File: config.mk
export PLATFORM = sky130hd
export DESIGN_NAME = ball_render
export DESIGN_NICKNAME = d
export VERILOG_FILES = /design/src/rtl/breakout_pkg.sv /design/src/rtl/ball_render_square_scanner.sv /design/src/rtl/ball_render.sv
export SDC_FILE = /design/constraint.sdc
export NUM_CORES = 1
export LEC_CHECK = 0
export BUFFER_PORTS_ARGS = -buffer_cell sky130_fd_sc_hd__buf_2
export CAP_MARGIN = 25
export CELL_PAD_IN_SITES_DETAIL_PLACEMENT = 0
export CELL_PAD_IN_SITES_GLOBAL_PLACEMENT = 1
export CORE_ASPECT_RATIO = 0.6
export CORE_MARGIN = 8
export CORE_UTILIZATION = 43
export DETAILED_ROUTE_END_ITERATION = 8
export MAX_ROUTING_LAYER = met4
export PLACE_DENSITY = 0.81
export SLEW_MARGIN = 20
export SYNTH_ARGS = -nofsm -noshare
export SYNTH_HDL_FRONTEND = slang
export SYNTH_SLANG_ARGS = --single-unit
File: constraint.sdc
create_clock -name clk -period 3.8 [get_ports clk]
set_input_delay 0.38 -clock clk [delete_from_list [all_inputs] [get_ports clk]]
set_output_delay 0.38 -clock clk [all_outputs]
set_load 0.005 [all_outputs]
File: src/rtl/breakout_pkg.sv
// Shared breakout definitions: coordinate/colour widths, render states and
// default playfield geometry used by the ball mover and ball renderer.
package breakout_pkg;

    localparam int unsigned COORD_W  = 10;
    localparam int unsigned COLOUR_W = 3;
    localparam int unsigned SCAN_W   = 4;

    localparam int unsigned BALL_SIZE_DEFAULT = 4;
    localparam int unsigned SCREEN_W_DEFAULT  = 160;
    localparam int unsigned SCREEN_H_DEFAULT  = 120;

    typedef enum logic [1:0] {
        IDLE,
        ERASE,
        DRAW,
        DONE
    } render_state_t;

endpackage

File: src/rtl/ball_render_square_scanner.sv
// Row-major px/py scanner over a BALL_SIZE x BALL_SIZE square; shared by the
// erase and draw phases of ball_render.
module square_scanner
    import breakout_pkg::*;
#(
    parameter int unsigned BALL_SIZE = BALL_SIZE_DEFAULT
) (
    input  logic              clk,
    input  logic              resetn,
    input  logic              start,
    input  logic              advance,
    output logic [SCAN_W-1:0] px,
    output logic [SCAN_W-1:0] py,
    output logic              last
);

    localparam logic [SCAN_W-1:0] LAST_IDX = SCAN_W'(BALL_SIZE - 1);

    always_ff @(posedge clk) begin
        if (!resetn) begin
            px <= '0;
            py <= '0;
        end else if (start) begin
            px <= '0;
            py <= '0;
        end else if (advance) begin
            if (px == LAST_IDX) begin
                px <= '0;
                py <= (py == LAST_IDX) ? '0 : py + 1'b1;
            end else begin
                px <= px + 1'b1;
            end
        end
    end

    assign last = (px == LAST_IDX) && (py == LAST_IDX);

endmodule

File: src/rtl/ball_render.sv
// Ball renderer: per accepted position, erases the old square then draws the new one.
// Optional erase phase enabled by defining BALL_RENDER_ERASE_EN.
module ball_render
    import breakout_pkg::*;
#(
    parameter int unsigned          BALL_SIZE   = BALL_SIZE_DEFAULT,
    parameter int unsigned          SCREEN_W    = SCREEN_W_DEFAULT,
    parameter int unsigned          SCREEN_H    = SCREEN_H_DEFAULT,
    parameter logic [COLOUR_W-1:0]  BALL_COLOUR = 3'b111,
    parameter logic [COLOUR_W-1:0]  BG_COLOUR   = 3'b000
) (
    input  logic                clk,
    input  logic                resetn,
    input  logic [COORD_W-1:0]  pos_x,
    input  logic [COORD_W-1:0]  pos_y,
    input  logic                pos_valid,
    output logic                pos_ready,
    output logic [COORD_W-1:0]  vga_x,
    output logic [COORD_W-1:0]  vga_y,
    output logic [COLOUR_W-1:0] vga_colour,
    output logic                vga_plot,
    output logic                done
);

    localparam logic [COORD_W:0] LIM_X = (COORD_W+1)'(SCREEN_W);
    localparam logic [COORD_W:0] LIM_Y = (COORD_W+1)'(SCREEN_H);

    render_state_t       state, next_state;
    logic [COORD_W-1:0]  new_x, new_y;
`ifdef BALL_RENDER_ERASE_EN
    logic [COORD_W-1:0]  old_x, old_y;
    logic                old_valid;
`endif

    logic                accept;
    logic                scan_start, scan_adv, scan_last, active;
    logic [SCAN_W-1:0]   px, py;
    logic [COORD_W-1:0]  base_x, base_y;
    logic [COLOUR_W-1:0] colour;
    logic [COORD_W:0]    sx, sy;

    square_scanner #(.BALL_SIZE(BALL_SIZE)) u_scan (
        .clk     (clk),
        .resetn  (resetn),
        .start   (scan_start),
        .advance (scan_adv),
        .px      (px),
        .py      (py),
        .last    (scan_last)
    );

    assign accept = pos_valid && pos_ready;

    always_comb begin
        next_state = state;
        scan_start = 1'b0;
        scan_adv   = 1'b0;
        active     = 1'b0;
        base_x     = new_x;
        base_y     = new_y;
        colour     = BALL_COLOUR;
        case (state)
            IDLE: begin
                if (accept) begin
                    scan_start = 1'b1;
`ifdef BALL_RENDER_ERASE_EN
                    next_state = old_valid ? ERASE : DRAW;
`else
                    next_state = DRAW;
`endif
                end
            end
`ifdef BALL_RENDER_ERASE_EN
            ERASE: begin
                active = 1'b1;
                base_x = old_x;
                base_y = old_y;
                colour = BG_COLOUR;
                if (scan_last) begin
                    next_state = DRAW;
                    scan_start = 1'b1;
                end else begin
                    scan_adv = 1'b1;
                end
            end
`endif
            DRAW: begin
                active = 1'b1;
                if (scan_last) next_state = DONE;
                else           scan_adv   = 1'b1;
            end
            DONE:    next_state = IDLE;
            default: next_state = IDLE;
        endcase
    end

    // 11-bit sums so off-screen pixels clip instead of wrapping to the left/top edge.
    assign sx = {1'b0, base_x} + (COORD_W+1)'(px);
    assign sy = {1'b0, base_y} + (COORD_W+1)'(py);

    always_ff @(posedge clk) begin
        if (!resetn) begin
            state      <= IDLE;
            new_x      <= '0;
            new_y      <= '0;
            pos_ready  <= 1'b1;
            vga_x      <= '0;
            vga_y      <= '0;
            vga_colour <= BG_COLOUR;
            vga_plot   <= 1'b0;
            done       <= 1'b0;
        end else begin
            state     <= next_state;
            pos_ready <= (state == IDLE) && !accept;
            done      <= (state == DONE);
            vga_plot  <= active && (sx < LIM_X) && (sy < LIM_Y);
            if (active) begin
                vga_x      <= sx[COORD_W-1:0];
                vga_y      <= sy[COORD_W-1:0];
                vga_colour <= colour;
            end
            if (accept) begin
                new_x <= pos_x;
                new_y <= pos_y;
            end
        end
    end

`ifdef BALL_RENDER_ERASE_EN
    always_ff @(posedge clk) begin
        if (!resetn) begin
            old_x     <= '0;
            old_y     <= '0;
            old_valid <= 1'b0;
        end else if (state == DRAW && scan_last) begin
            old_x     <= new_x;
            old_y     <= new_y;
            old_valid <= 1'b1;
        end
    end
`endif

endmodule
* After elaboration in Yosys (flattened, before gate mapping)
Cells that the tools add are included.
** Operators by class
- $add $sub $neg :: 4
- Magnitude comparators :: 2
- Equal/unequal tests :: 6
- Multiplexer cells :: 10
- Bitwise gates (word level) :: 1
- Reductions and logical operators :: 10
** Operator list (count)
- adder 10 x 4 -> 11 bit :: 2
- less-than comparator 11 x 7 -> 1 bit, second input constant :: 1
- less-than comparator 11 x 8 -> 1 bit, second input constant :: 1
- adder 4 x 1 -> 4 bit, second input constant :: 2
- equality test 4 x 2 -> 1 bit, second input constant :: 2
- two-way mux 4 bit :: 2
- logical AND 1 bit :: 5
- two-way mux 1 bit :: 5
- equality test 2 bit, second input constant :: 2
- two-way mux 2 bit :: 2
- != test 2 bit, second input constant :: 2
- case mux 2 bit (2 select lines) :: 1
- AND reduction 2 bit :: 2
- logical NOT 2 bit :: 1
- OR reduction 2 bit :: 1
- logical NOT 1 bit :: 1
- inverter 1 bit :: 1
** Word-level totals
- Bits in registers :: 54
- Input bits :: 23
- Output and inout port bits :: 26
- Word-level logic and storage cells :: 44

* Depth between registers and ports, before layout
Gate-level depths: netlist (run 1).
- Word-level depth :: 5
- Mapped depth :: 7
- Gate-level depth less buffers :: 7

* By module
A second synthesis (run 1) with hierarchy kept.
** Unflattened totals
- Cells, all modules :: 306
- Area, all modules :: 2680.1 um2
** By module, submodules not included
- ball_render :: times used 1, cells an instance 264, area each 2279.7 um2, seq. area each 920.9 um2
- square_scanner :: times used 1, cells an instance 42, area each 400.4 um2, seq. area each 160.2 um2

* Worst setup path before layout (run 1)
Ideal clock, no wire load.
- Kind :: reg-to-reg
- Start :: register u_scan.px[0]
- End :: register vga_plot
- Library setup time :: 0.120 ns
- Arrival :: 1.815 ns
- Data required time :: 3.680 ns
- Slack :: 1.865 ns
- Stages on the path, launching flop included :: 8
- Path buffers :: 0
- Clock period less this slack :: 1.935 ns
- Path through :: dfxtp_1 -> ha_1 -> fa_1 -> nand3_1 -> nand2_1 -> or4_1 -> nand4b_1 -> nor4_2
** On the way
- Cells in the longest elaborated chain, start to end :: 4
** Ends and longest elaborated chain
- start, declared :: line ball_render_square_scanner.sv:12 : output logic [SCAN_W-1:0] px,
- start signal, assigned :: line ball_render_square_scanner.sv:31 : px <= px + 1'b1;
- adder 10 x 4 -> 11 bit :: line ball_render.sv:98 : assign sx = {1'b0, base_x} + (COORD_W+1)'(px);
- less-than comparator 11 x 8 -> 1 bit :: line ball_render.sv:116 : vga_plot <= active && (sx < LIM_X) && (sy < LIM_Y);
- logical AND 1 bit (2 in a row) :: line ball_render.sv:116
- end signal, assigned :: line ball_render.sv:116
- end, declared :: line ball_render.sv:21 : output logic vga_plot,
Every way passes these cells.
A chain may end at the register's enable or synchronous reset.

* Final worst setup path (run 1)
Same ends and word-level chain as after synthesis.

==> results by group, run 1 <==
Run status
  – Status: finished clean

Global route
  – Largest net degree at the start of global routing: 36
  – Initial antenna violation count: 0
  – GRT Total Usage: between 10% and 20%
  – Number of global-route vias before repair: approximately 2000
  – Global-route wire length before repair: slightly below 10000 um
  – Congestion Overflow GR: 0

STA
  – Highest clock rate: roughly 470 MHz
  – Max-slew violation count: 0
  – RSZ-0062 raised after global routing: false
  – Hold Fails Final Rpt: 0
  – Setup WS post-layout: 1670 ps
  – Rel. slew slack: around half
  – Setup TNS: 0 ps
  – Final period util: around 56%
  – Worst Max-Slew Pin Slew: approximately 750 ps
  – Clk_skew: between 10 and 15 ps
  – Min Tclk post-route: ~2100 ps
  – Final setup fails: 0

Clocking
  – Skew-Pair Late Insertion Delay: slightly above 300 ps
  – Post-cts resize count: 0
  – Cts bufs inserted: 5
  – CTS tree: yes
  – Clock Pin Slew Worst Setup and Hold Paths: about 100 ps
  – CTS H-Tree Depth: 2
  – Post-CTS setup buffers: 0
  – Root Buffer: clkbuf_8
  – CTS Hold Bufs: 0
  – Clock buffer depth: 2
  – Clk sinks: between 50 and 60

Synthesis
  – Cells after Synth: 304
  – Post-synth EDFFs: 0
  – Async SR Flop Fraction: 0%
  – Main synth FF type: dfxtp_1
  – Register bit total from synthesis: 54
  – Yosys cell types: 46
  – Yosys warns: 0
  – Syn Area/Cell: 8.29 um2
  – Seq/Total Area, Yosys: 42.9%
  – Mapped cell area: roughly 2500 um2
  – Synth Net Count: roughly 340

Power and ir drop
  – Lkg Pwr: roughly 1.2 nW
  – PD cells: 371 nW/um2
  – Max IR drop VDD: 0.136 mV

Worst setup path
  – Crit path arrival time: 2340 ps
  – Kind of start point of the critical path: flip-flop
  – Crit-path max FO: 5
  – CP required: roughly 4000 ps
  – Crit path kind: flip-flop to flip-flop
  – Setup crit end kind: flip-flop

Place
  – Final GP Congestion: between 0.8 and 0.9
  – IO buf count: 48
  – Post-DP HPWL: about 4500 um
  – Pre-CTS WS: 1590 ps

Floorplanning
  – # IOs: 49
  – Die Ht: roughly 75 um
  – Full die area: 8650 um2
  – Core box area: approximately 5600 um2
  – Starting Density: 44.8%
  – Die Width: 115 um
  – FP Rows: 21

Cells and area
  – Layout cell share with drive strength beyond 1: a little under a fifth
  – Commonest cells after routing, fill and taps aside: 71 x nand2_1, 54 x dfxtp_1, 49 x buf_2, 38 x a21oi_1, 24 x nor2_1
  – Ant. Diodes: 0
  – Most common cell after layout, fill and taps aside: nand2_1
  – Multi-input combinational cell area: 1360 um2
  – Fillcell total: approximately 590
  – Nets: approximately 380
  – Storage cell area: 1080 um2
  – Synth-to-Final Area Change: 15.2%

Route
  – Via density: 5.14
  – Final wirelength: about 6100 um
  – DRC viols: 0
  – Antenna Violating Nets Remaining: 0
  – DRT iter0 DRCs: roughly 120
  – Wire length per cell: about 14 um
  – First drt pass iteration count: 4
  – Via count: 2196

Job
  – Max cap viols: 0

Worst hold path
  – HP Class: input pin to flip-flop
## worst max-delay path: stages (launching register included)
cell	delay, ps
dfxtp_1	370
ha_1	270
fa_1	440
nand3_1	150
nand2_1	100
or4_1	530
nand4b_1	120
nor4_2	60
## cell type report
cell class / instances / area share [%]
Clock buffer: 6 / 2.50
Clock inverter: 2 / 0.474
Inverter: 2 / 0.259
Multi-Input combinational cell: 231 / 46.9
Sequential cell: 54 / 37.2
Tap cell: 80 / 3.45
Timing Repair Buffer: 52 / 9.22
## layer usage
layer	part of all wire [%]	GRT usage [%]
met1	51	20.4
met2	41	21.4
met3	6.7	3.56
met4	0.79	3.90
met5	0	-
## per-stage QoR
step	cell area, um2	hold slack [ps]	std cells	power (W)	utilization, %
floorplan	2520	440	304	0.000718	-
global placement	2810	438	418	0.000770	50.0
detailed placement	2810	444	418	0.000772	50.0
CTS	2900	290	426	0.00108	51.6
global route	2900	286	427	0.00113	51.6
finish	2900	289	427	0.00108	51.6
## flip-flops by register name (all words and copies together), names as in the netlist
register	flops
u_scan.px	4
done	1
base_x	10
vga_x	10
state	2
u_scan.py	4
vga_plot	1
base_y	10
vga_colour	1
vga_y	10
pos_ready	1
## report_power, final
part,internal [W],total (W),switching [W]
Combinational,0.0000574,0.000136,0.0000788
Sequential,0.000596,0.000621,0.0000253
Clock,0.000131,0.000319,0.000189
Total,0.000784,0.00108,0.000293
## cells in the mapped netlist, types with 2 or more instances
cell type / n / share of area, %
a211oi_1: 9 / 2.7
a21oi_1: 38 / 7.5
a311oi_1: 2 / 0.69
and3_1: 5 / 1.2
and4_1: 2 / 0.69
buf_4: 2 / 0.60
clkbuf_1: 12 / 1.8
dfxtp_1: 54 / 43
fa_1: 2 / 1.6
ha_1: 10 / 5.0
inv_1: 2 / 0.30
mux2i_1: 3 / 1.2
nand2_1: 71 / 11
nand2b_1: 2 / 0.50
nand3_1: 7 / 1.4
nand4_1: 2 / 0.50
nand4b_1: 3 / 1.0
nor2_1: 24 / 3.6
nor2b_1: 2 / 0.50
nor3_1: 5 / 0.99
nor3b_1: 3 / 0.89
o21ai_0: 4 / 0.79
o31ai_1: 2 / 0.60
xnor2_1: 9 / 3.1
xor2_1: 8 / 2.8
## cell families after synthesis
group                    count (synthesis)  synth area share, %
AND/OR/NAND/NOR                        135                 24.9
multiplexers                             3                 1.19
AO/OA/AOI/OAI                           64                 15.4
buffers and inverters                   19                 3.23
XOR/XNOR                                17                 5.91
adder cells (fa/ha/maj)                 12                 6.55
flip-flops                              54                 42.9
## worst paths after layout
kind,from,to,slack [ps],cells past startpoint
worst max-delay path,u_scan.px[0],vga_plot,1670,7
worst min-delay path,pos_x[9],base_x[9],290,3
worst max register to register,u_scan.px[0],vga_plot,1670,7
worst min register to register,vga_y[4],vga_y[4],460,2
Power figures use the tool's default switching activity.
==> run 2: changes to the inputs <==
- CORE_UTILIZATION: 43 -> 36
- PLACE_DENSITY: 0.81 -> 0.72
- clock period: 3.8 -> 1.8 ns (I/O delays scaled with it)
==> run 2 against run 1 <==
The run now ends with setup timing left. Total power increased by 150%. Final cell count grew 8.9%. Via count up 5.6%. Die area is 16% higher. Register-to-register slack lost 1700 ps. Critical path depth fell by 1. Clock-buffer cell count unchanged. Design area increased by 18%. Highest routed layer unchanged.
==> results by group, run 2 (synthesis results as in run 1) <==
Run status
  – Status: finished, violations left (was finished clean)
  – Failing checks: setup timing

Place
  – Post-DP HPWL: 5000 um (was 4530 um)
  – IO buf count: 48 (unchanged)
  – Final GP Congestion: 0.849 (was 0.831)
  – DP Cell Count: 453 (was 418)
  – Pre-CTS WS: -68.4 ps (was 1590 ps)

Clocking
  – Clk sinks: 54 (unchanged)
  – Cts bufs inserted: 5 (unchanged)
  – CTS H-Tree Depth: 2 (unchanged)
  – Clock Pin Slew Worst Setup and Hold Paths: 70 ps (was 100 ps)
  – CTS Hold Bufs: 0 (unchanged)
  – CTS tree: yes (unchanged)
  – Skew-Pair Late Insertion Delay: 290 ps (was 310 ps)
  – Clock buffer depth: 2 (unchanged)
  – Root Buffer: clkbuf_16 (was clkbuf_8)

Job
  – Max cap viols: 0 (unchanged)

Floorplanning
  – Starting Density: 37.4% (was 44.8%)
  – Die Ht: 80.8 um (was 75.3 um)
  – FP Rows: 23 (was 21)
  – Core box area: 6730 um2 (was 5620 um2)
  – # IOs: 49 (unchanged)
  – Die Width: 124 um (was 115 um)
  – Full die area: 10000 um2 (was 8650 um2)

Power and ir drop
  – Pwr Total: 0.00266 W (was 0.00108 W)
  – Lkg Pwr: 1.40 nW (was 1.21 nW)
  – Max IR drop VDD: 0.398 mV (was 0.136 mV)
  – Internal cell power: 0.00197 W (was 0.000784 W)
  – NetSw: 0.000684 W (was 0.000293 W)
  – PD cells: 774 nW/um2 (was 371 nW/um2)
  – Gate power share: 13.5% (was 12.7%)
  – Sequential power share: 49.4% (was 57.7%)
  – Clk pwr share: 37.1% (was 29.7%)
  – Sw frac: 25.7% (was 27.2%)

Cells and area
  – Layout cell share with drive strength beyond 1: 35.7% (was 19.0%)
  – Nets: 412 (was 381)
  – Ant. Diodes: 0 (unchanged)
  – Post-route insts no fill: 465 (was 427)
  – Most common cell after layout, fill and taps aside: nand2_1 (unchanged)
  – Fillcell total: 636 (was 593)
  – Synth-to-Final Area Change: 36.2% (was 15.2%)
  – Commonest cells after routing, fill and taps aside: 69 x nand2_1, 48 x buf_2, 45 x dfxtp_1, 36 x a21oi_1, 34 x buf_4 (was 71 x nand2_1, 54 x dfxtp_1, 49 x buf_2, 38 x a21oi_1, 24 x nor2_1)

Global route
  – Number of global-route vias before repair: 2198 (was 1999)
  – Largest net degree at the start of global routing: 33 (was 36)
  – Congestion Overflow GR: 0 (unchanged)
  – Initial antenna violation count: 0 (unchanged)
  – Global-route wire length before repair: 11100 um (was 9890 um)
  – GRT Total Usage: 14.3% (was 14.9%)

Route
  – Final wirelength: 6900 um (was 6050 um)
  – Routed length on met3: 404 um (was 405 um)
  – DRT iter0 DRCs: 125 (was 115)
  – Met1 WL: 3660 um (was 3090 um)
  – Met2 wire len: 2780 um (was 2510 um)
  – DR top layer: met4 (unchanged)
  – First drt pass iteration count: 5 (was 4)
  – Wire length per cell: 14.8 um (was 14.2 um)
  – Via density: 4.99 (was 5.14)
  – Antenna Violating Nets Remaining: 0 (unchanged)
  – Via count: 2320 (was 2196)
  – DRC viols: 0 (unchanged)

STA
  – Worst Max-Slew Pin Slew: 369 ps (was 746 ps)
  – Setup TNS: -40.4 ps (was 0 ps)
  – Setup WS post-layout: -40.4 ps (was 1670 ps)
  – Final setup fails: 1 (was 0)
  – Clk_skew: 5.68 ps (was 13.5 ps)
  – Rel. slew slack: 75.4% (was 50.1%)
  – Max-slew violation count: 0 (unchanged)
  – Hold Fails Final Rpt: 0 (unchanged)
  – RSZ-0062 raised after global routing: true (was false)
  – Min Tclk post-route: 1840 ps (was 2130 ps)
  – Final period util: 102% (was 56.1%)
  – Highest clock rate: 543 MHz (was 469 MHz)
  – Hold Worst Slack: 113 ps (was 289 ps)

Worst setup path
  – Crit-path max cell delay: 420 ps (was 530 ps)
  – Setup crit end kind: flip-flop (unchanged)
  – Worst-path cell chain: ha_4 > and3_4 > a221o_1 > xor2_1 > and4_4 > nor4_2 (was ha_1 > fa_1 > nand3_1 > nand2_1 > or4_1 > nand4b_1 > nor4_2)
  – Crit-path max FO: 5 (unchanged)
  – CP max-delay cell: a221o_1 (was or4_1)
  – CP required: 2010 ps (was 4010 ps)
  – Crit path arrival time: 2050 ps (was 2340 ps)
  – Crit path kind: flip-flop to flip-flop (unchanged)
  – Kind of start point of the critical path: flip-flop (unchanged)

Worst hold path
  – HP Class: input pin to flip-flop (unchanged)
==> run 2: final cells by class <==
type | instances | area [um2] | share of cell area, %
timing repair buffer | 83 | 515 | 15.0
clock inverter | 2 | 12.5 | 0.364
sequential | 54 | 1090 | 31.8
tap | 87 | 109 | 3.17
clock buffer | 6 | 139 | 4.05
inverter | 2 | 7.51 | 0.219
multi-input combinational | 231 | 1560 | 45.4
==> run 2: timing repair <==
item / CTS / global route
buffers inserted: 3 / 1
pin swaps: 11 / 8
gates resized for setup: 11 / 23
endpoints found under the hold margin: 0 / 0
setup endpoints to repair: 4 / 9
==> run 2: path summary, 6_finish.rpt <==
kind	cells past startpoint	slack, ps	endpoint	start
worst max-delay path	6	-40	vga_plot	u_scan.py[2]
worst min-delay path	3	110	base_y[2]	pos_y[2]
worst max register to register	6	-40	vga_plot	u_scan.py[2]
worst min register to register	2	450	vga_x[0]	vga_x[0]
==> run 2: power groups by stage <==
stage	clock network [W]	registers [W]	logic, W
2_1_floorplan	0	0.00133	0.000193
3_3_place_gp	0	0.00134	0.000341
3_5_place_dp	0	0.00134	0.000342
4_1_cts	0.00102	0.00131	0.000346
5_1_grt	0.00106	0.00132	0.000400
6_report	0.000987	0.00131	0.000358
==> run 2: through the flow <==
step,util [%],area (um2)
2_1_floorplan,-,2580
3_3_place_gp,46.0,3100
3_5_place_dp,46.0,3100
4_1_cts,49.1,3310
5_1_grt,51.0,3430
6_report,51.0,3430
==> run 2: critical path: cells and delay by family, from the launching register on <==
| family | cells | cell delay (ps) |
|---|---|---|
| simple gates | 3 | 590 |
| compound gates | 1 | 420 |
| flops | 1 | 340 |
| fa+ha+maj | 1 | 230 |
| xor+xnor | 1 | 190 |
==> run 2: metal layers <==
layer	vias to the layer above	GRT usage (%)
met4	0	3.19
met5	-	-
met1	1075	20.6
met2	47	19.4
met3	8	3.60
li1	1190	-
